<file path="config.mk">
export PLATFORM = sky130hd
export DESIGN_NAME = mac_array_8x8_unit
export DESIGN_NICKNAME = d
export VERILOG_FILES = /design/src/rtl/mac_array_8x8_unit.sv
export SDC_FILE = /design/constraint.sdc
export NUM_CORES = 1
export LEC_CHECK = 0
export BUFFER_PORTS_ARGS = -buffer_cell sky130_fd_sc_hd__buf_4
export CAP_MARGIN = 0
export CORE_UTILIZATION = 45
export CTS_CLUSTER_SIZE = 20
export DETAILED_ROUTE_END_ITERATION = 10
export HOLD_SLACK_MARGIN = 0.1
export PLACE_DENSITY = 0.62
export SYNTH_ARGS = -nofsm -noshare
export SYNTH_HDL_FRONTEND = slang
export SYNTH_SLANG_ARGS = --single-unit
</file>
<file path="constraint.sdc">
create_clock -name clk -period 4.4 [get_ports clk]
set_clock_uncertainty 0.1 [all_clocks]
set_input_delay 0.44 -clock clk [delete_from_list [all_inputs] [get_ports clk]]
set_output_delay 0.44 -clock clk [all_outputs]
set_load 0.02 [all_outputs]
</file>
<file path="src/rtl/mac_array_8x8_unit.sv">
// Eight independent unsigned MAC lanes; acc_i += a_i*b_i every cycle (MAC_ARRAY_8X8_SAT_EN: saturate, else wrap).
// Latency: 1 cycle, operands at edge N appear on mac_out after edge N; outputs are pure registers.
// Backpressure: none, every lane accumulates unconditionally each cycle.
module mac_array_8x8_unit #(
    parameter int DATA_W = 8,
    parameter int ACC_W  = 16
) (
    input  logic              clk,
    input  logic              rst,
    input  logic [DATA_W-1:0] a0,
    input  logic [DATA_W-1:0] a1,
    input  logic [DATA_W-1:0] a2,
    input  logic [DATA_W-1:0] a3,
    input  logic [DATA_W-1:0] a4,
    input  logic [DATA_W-1:0] a5,
    input  logic [DATA_W-1:0] a6,
    input  logic [DATA_W-1:0] a7,
    input  logic [DATA_W-1:0] b0,
    input  logic [DATA_W-1:0] b1,
    input  logic [DATA_W-1:0] b2,
    input  logic [DATA_W-1:0] b3,
    input  logic [DATA_W-1:0] b4,
    input  logic [DATA_W-1:0] b5,
    input  logic [DATA_W-1:0] b6,
    input  logic [DATA_W-1:0] b7,
    output logic [ACC_W-1:0]  mac_out0,
    output logic [ACC_W-1:0]  mac_out1,
    output logic [ACC_W-1:0]  mac_out2,
    output logic [ACC_W-1:0]  mac_out3,
    output logic [ACC_W-1:0]  mac_out4,
    output logic [ACC_W-1:0]  mac_out5,
    output logic [ACC_W-1:0]  mac_out6,
    output logic [ACC_W-1:0]  mac_out7
);
    localparam int LANES = 8;

    logic [DATA_W-1:0] w_a   [LANES];
    logic [DATA_W-1:0] w_b   [LANES];
    logic [ACC_W-1:0]  w_acc [LANES];

    assign w_a[0] = a0;
    assign w_a[1] = a1;
    assign w_a[2] = a2;
    assign w_a[3] = a3;
    assign w_a[4] = a4;
    assign w_a[5] = a5;
    assign w_a[6] = a6;
    assign w_a[7] = a7;

    assign w_b[0] = b0;
    assign w_b[1] = b1;
    assign w_b[2] = b2;
    assign w_b[3] = b3;
    assign w_b[4] = b4;
    assign w_b[5] = b5;
    assign w_b[6] = b6;
    assign w_b[7] = b7;

    assign mac_out0 = w_acc[0];
    assign mac_out1 = w_acc[1];
    assign mac_out2 = w_acc[2];
    assign mac_out3 = w_acc[3];
    assign mac_out4 = w_acc[4];
    assign mac_out5 = w_acc[5];
    assign mac_out6 = w_acc[6];
    assign mac_out7 = w_acc[7];

    for (genvar gi = 0; gi < LANES; gi++) begin : g_lane
        logic [2*DATA_W-1:0] w_prod;
        logic [ACC_W-1:0]    w_next;
        logic [ACC_W-1:0]    r_acc;

        assign w_prod = w_a[gi] * w_b[gi];

`ifdef MAC_ARRAY_8X8_SAT_EN
        // Extra carry bit detects overflow; once all-ones, a zero product keeps it there.
        logic [ACC_W:0] w_sum;
        assign w_sum  = {1'b0, r_acc} + (ACC_W+1)'(w_prod);
        assign w_next = w_sum[ACC_W] ? '1 : w_sum[ACC_W-1:0];
`else
        assign w_next = r_acc + ACC_W'(w_prod);
`endif

        always_ff @(posedge clk or negedge rst) begin
            if (!rst) begin
                r_acc <= '0;
            end else begin
                r_acc <= w_next;
            end
        end

        assign w_acc[gi] = r_acc;
    end

endmodule

</file>
==> results of run 1 <==
## cell type report
type	instances	area, um^2	share of cell area
multi-input cells	1624	17000	0.625
flip-flops and latches	128	3200	0.118
inverters	784	2940	0.108
repair buffers	341	2570	0.0945
well taps	672	841	0.0310
clock buffers	21	450	0.0166
clock inverters	11	163	0.00599
## Yosys cell counts, drive strengths merged (2+ instances only)
master,instances
inv,784
fa,400
ha,280
nand2,275
and2,259
dfrtp,128
xnor2,82
a21oi,55
nor2,44
o21ai,41
a21o,28
xor2,24
nor2b,16
nand3,13
a211oi,11
nand2b,11
o21a,11
nor3,8
o211ai,8
o21bai,8
a31o,7
clkbuf,7
a31oi,6
or3,6
nand3b,5
o31a,4
and3,2
o221a,2
o31ai,2
or4,2
## worst max-delay path, cell delays in order, from the launching register on
cell,delay (ps)
dfrtp_1,430
inv_1,90
fa_1,540
inv_1,60
fa_1,500
fa_1,540
inv_1,50
fa_1,470
inv_1,40
ha_1,320
nand2_1,70
o211ai_1,160
a21oi_1,90
buf_4,140
o21bai_1,220
o211ai_1,120
a221oi_1,280
## state kept, by name (all words and copies together) (netlist names)
register,count
mac_out2,16
mac_out7,16
mac_out0,16
mac_out5,16
mac_out3,16
mac_out4,16
mac_out1,16
mac_out6,16
## worst max-delay path by stage
stage / from / endpoint / cells past startpoint
floorplan: b0[0] / mac_out0[14] / 16
global placement: b1[2] / mac_out1[13] / 15
detailed placement: b4[2] / mac_out4[15] / 18
CTS: mac_out1[7] / mac_out1[13] / 14
global route: mac_out0[7] / mac_out0[15] / 16
finish: mac_out0[7] / mac_out0[13] / 16
## placed cells by master (no fill, tap or decap), types with 11 or more instances in the layout
cell type / n
a21o_1: 27
nor2b_1: 16
nand3_1: 13
xor2_1: 24
o21a_1: 11
fa_1: 400
xnor2_1: 82
buf_4: 339
clkbuf_16: 17
inv_1: 784
nor2_1: 42
and2_1: 259
nand2_1: 275
ha_1: 280
a21oi_1: 52
o21ai_0: 31
nand2b_1: 11
dfrtp_1: 128
## per-layer routing
metal,track usage,vias to the layer above,part of all wire
met5,0,-,0
met4,0.0684,0,0.021
met3,0.0288,67,0.034
met2,0.370,266,0.52
met1,0.263,8528,0.43
li1,-,8167,-
## kinds of logic (layout without fill, tap and decap cells)
kind of cell	after synthesis	in the layout	synth area share
buffers and inverters	791	1157	0.128
adders and majority gates	680	680	0.498
and+or+nand+nor	645	645	0.140
AOI/OAI and AO/OA	192	192	0.0545
DFF	128	128	0.139
xor gates and xnor gates	106	106	0.0402
muxes	1	1	0.000487
## stage by stage
step                cell area (um^2)  setup WS [ps]  TNS (ps)
floorplan                      23100           20.4         0
global placement               26400          -52.7      -133
detailed placement             26400          -80.6      -309
CTS                            27100           72.0         0
global route                   27100          -13.7     -37.2
finish                         27100           79.6         0
## what timing repair did
item	4_1_cts	5_1_grt
hold endpoints to repair	80	0
hold buffers	1	0
endpoints found under the setup margin	0	14
buffers inserted	0	4
gates resized for setup	0	15
==> summary.md, run 1 <==
| Metric | Value |
|---|---|
| Die ar. | 52,300 um^2 |
| Fill cells | around 4,600 |
| Root Driver | clkbuf_16 |
| Async SR Flop Fraction | 1.00 |
| Row cnt | 82 |
| Boundary pin count | 258 |
| Post-synthesis area per instance | 9.09 um^2 |
| Critical Path End Type | register |
| Sequential share of the synthesized area | 0.139 |
| Worst-Margin Slew | 911 ps |
| Final Wtd Congestion | 0.867 |
| Synth Instances | 2,543 |
| Sink Count | 128 |
| Die width | 229 um |
| RSZ-0062 raised after global routing | true |
| Max Cap Viol | 0 |
| Chip height | 229 um |
| Fmax achieved | 231 MHz |
| Synth top area cells | fa_1 35%, ha_1 15%, dfrtp_1 14%, inv_1 13%, and2_1 7.0% |
| Gr ovfl total | 0 |
| Worst-path clk slew | 60 ps |
| HPWL after DPL | 44.0 mm |
| Final Hold Fails | 0 |
| CTS tree | built |
| Distinct cells, synth | 50 |
| Reg-to-Reg Start | mac_out0[7] |
| Non-filler cells, final | 3,581 |
| Final critical-path required period | 4320 ps |
| Hold crit path type | in -> reg |
| Gr usage total | 0.209 |
| Post-synth top area share | 0.347 |
| Core ar. | 50,400 um^2 |
| Reg2Reg Depth | 16 |
| Worst-skew pair later-pin latency | around 440 ps |
| Post-synth EDFFs | 0 |
| Finish-stage setup viols | 0 |
| Proportion of layout cells with a drive suffix above 1 | 0.137 |
| Status | completed |
| Largest net degree at the start of global routing | 83 |
| Reg-to-reg slack, setup | 80 ps |
| Post-Route Utilization | 0.539 |
| Hold slack | between 200 and 300 ps |
| Critical Path RT | 4630 ps |
| CTS max path bufs | 2 |
| Most used DFF post-synth | dfrtp_1 |
| # DRC | 0 |
| CTS Buf Count | 17 |
| Vias/cell | approximately 4.8 |
| Antenna Nets Post-Route | 0 |
| Hold path startpoint | a3[0] |
| Routed via count | roughly 17,000 |
| Relative slew slack | 0.393 |
| Hold Path End | mac_out3[0] |
| 1st-pass router iterations | 4 |
| Ant. Diodes | 0 |
| Post-synthesis net count | 3,353 |
| Syn Std Cell Area | 23,100 um^2 |
| Routed len/inst | 14.1 um |
| Crit share post-route | 0.982 |
| Post-synth top area cell | fa_1 |
| CP startpoint kind | register |
| Critical Path AT | 4550 ps |
| Detailed Route Iter0 Violations | 560 |
| Global-route wire length before repair | 89.1 mm |
| Port Buffers | 257 |
| Starting density of the core | 0.459 |
| Hold Path Stages | 3 |
| Layout Area Growth over Synthesis | 17.5% |
| Worst Path Max Fanout | 4 |
| Fin nets | about 3,700 |
| RR Endpoint | mac_out0[13] |
| Initial antenna violation count | 0 |
| Max Slew Vio Count | 0 |
| Synth warn | 0 |
| H-tree depth | 4 |
| Vias in the first global route | 18,800 |
| Setup CP Type | reg -> reg |
| Post-Route WL | approximately 51 mm |
| Synthesized flop and latch total | 128 |
| Post-Place Cells | 3,544 |
Power of run 1 is not shown: default switching activity piles up to over one toggle a cycle in this logic, so the estimate is an artifact.
==> run 2, diff against run 1 <==
- PLACE_DENSITY: 0.62 -> unset
==> summary.md, run 2 (synthesis results as in run 1) <==
| Metric | Value |
|---|---|
| Vias in the first global route | 18,700 (-0.94%) |
| Placed cell areas | 26,400 um^2 (-0.12%) |
| Status | completed |
| Final critical-path required period | 4240 ps (-80.5 ps) |
| Layout Area Growth over Synthesis | 17.1% |
| Root Driver | clkbuf_16 |
| RSZ-0062 raised after global routing | true |
| Vias/cell | 4.71 (-0.87%) |
| Global-route wire length before repair | 89.4 mm (+0.25%) |
| WP depth | 14 (-2) |
| Sink Count | 128 (unchanged) |
| Fin nets | 3,697 (-0.24%) |
| Worst-path clk slew | 60 ps (about the same) |
| Hold crit path type | in -> reg |
| Slowest stage cell, crit path | fa_1 |
| Boundary pin count | 258 (unchanged) |
| Crit share post-route | 0.964 (-0.0183) |
| Setup crit start | mac_out2[7] |
| Gr usage total | 0.211 (+0.00139) |
| Crit path cell chain | inv_1 > fa_1 > inv_1 > fa_1 > fa_1 > inv_1 > fa_1 > inv_1 > ha_1 > o21ai_2 > a211oi_1 > or3_1 > o31a_1 > xor2_1 |
| Critical Path End Type | register |
| Post-Route Utilization | 0.537 (-0.00171) |
| Post-layout instance area | 27,100 um^2 (-0.32%) |
| Max Cap Viol | 0 (unchanged) |
| Die ar. | 52,300 um^2 (unchanged) |
| Worst path buffer plus inverter count | 4 (-1) |
| Reg-to-Reg Start | mac_out2[7] |
| Fmax achieved | 236 MHz (+1.9%) |
| Worst Path Max Fanout | 2 (-2) |
| Final Wtd Congestion | 0.864 (-0.43%) |
| Antenna Nets Post-Route | 0 (unchanged) |
| Most frequent cells in the layout | 784 x inv_1, 400 x fa_1, 329 x buf_4 |
| Worst slack, placed | -109 ps (-28.4 ps) |
| Routed len/inst | 14.1 um (-0.29%) |
| Final setup margin | 160 ps (+80.5 ps) |
| H-tree depth | 4 (unchanged) |
| Chip height | 229 um (unchanged) |
| CP Capture Point | mac_out2[13] |
| Routed via count | 16,800 (-1.1%) |
| HPWL after DPL | 43.8 mm (-0.66%) |
| Post-Route WL | 50.3 mm (-0.57%) |
| Worst-skew pair later-pin latency | 480 ps (+40 ps) |
| 1st-pass router iterations | 5 (+1) |
| Detailed Route Iter0 Violations | 567 (+1.3%) |
| Hold path startpoint | a3[0] |
| Most common cell after layout, fill and taps aside | inv_1 |
| Reg-to-reg slack, setup | 160 ps (+80 ps) |
| Port Buffers | 257 (unchanged) |
| Worst-Margin Slew | 630 ps (-280 ps) |
| CTS Buf Count | 17 (unchanged) |
| Largest net degree at the start of global routing | 58 (-30%) |
| Row cnt | 82 (unchanged) |
| CP startpoint kind | register |
| CTS max path bufs | 2 (unchanged) |
| Final Hold Fails | 0 (unchanged) |
| Gr ovfl total | 0 (unchanged) |
| # DRC | 0 (unchanged) |
| Initial antenna violation count | 0 (unchanged) |
| Max Slew Vio Count | 0 (unchanged) |
| Setup CP Type | reg -> reg |
| CTS tree | built |
| Critical Path RT | 4660 ps (+30 ps) |
| Proportion of layout cells with a drive suffix above 1 | 0.135 (-0.00194) |
| Ant. Diodes | 0 (unchanged) |
| Die width | 229 um (unchanged) |
| CP delay by family, top | adder cells |
| RR Endpoint | mac_out2[13] |
| Core ar. | 50,400 um^2 (unchanged) |
| Starting density of the core | 0.459 (unchanged) |
| Finish-stage setup viols | 0 (unchanged) |
| Crit-path max cell delay | 540 ps (about the same) |
| Critical Path AT | 4500 ps (-50 ps) |
| Relative slew slack | 0.580 (+0.187) |
| Reg2Reg Depth | 14 (-2) |
-- run 2: routing by layer --
metal	vias to the layer above	global-route usage	share of wire
li1	8143	-	-
met1	8384	0.268	0.44
met2	250	0.362	0.50
met3	56	0.0384	0.039
met4	0	0.0644	0.020
met5	-	0	0
-- run 2: worst reg2reg max path: cells and delay by family (launching register included) --
| kind | cells | cell delay (ps) |
|---|---|---|
| fa+ha+maj | 5 | 2360 |
| compound gates | 3 | 500 |
| buf+inv | 4 | 240 |
| simple gates | 1 | 390 |
| xor+xnor | 1 | 150 |
| flops | 1 | 380 |
-- run 2: worst min path at each step --
stage,endpoint,cells after the start
3_5_place_dp,mac_out4[6],1
6_report,mac_out3[0],3
4_1_cts,mac_out3[0],3
3_3_place_gp,mac_out4[7],1
5_1_grt,mac_out4[0],3
2_1_floorplan,mac_out0[0],0
-- run 2: metrics by stage --
stage	setup TNS [ps]	hold slack (ps)	cells
3_5_place_dp	-537	387	3538
5_1_grt	-138	253	3571
4_1_cts	0	209	3570
2_1_floorplan	0	44.4	2543
3_3_place_gp	-193	373	3538
6_report	0	249	3571
-- run 2: what timing repair did --
item	4_1_cts	5_1_grt
hold endpoints to repair	55	0
hold buffers	1	0
endpoints found under the setup margin	0	16
buffers inserted	0	1
resized for setup	0	15
-- run 2: cell type report --
cell class / instances / area, um^2
multi-input combinational: 1624 / 17000
sequential: 128 / 3200
inverter: 784 / 2940
timing repair buffer: 332 / 2510
fill: 4662 / 23300
tap: 672 / 841
clock buffer: 20 / 457
clock inverter: 11 / 115
Power of run 2 is left out for the same reason.
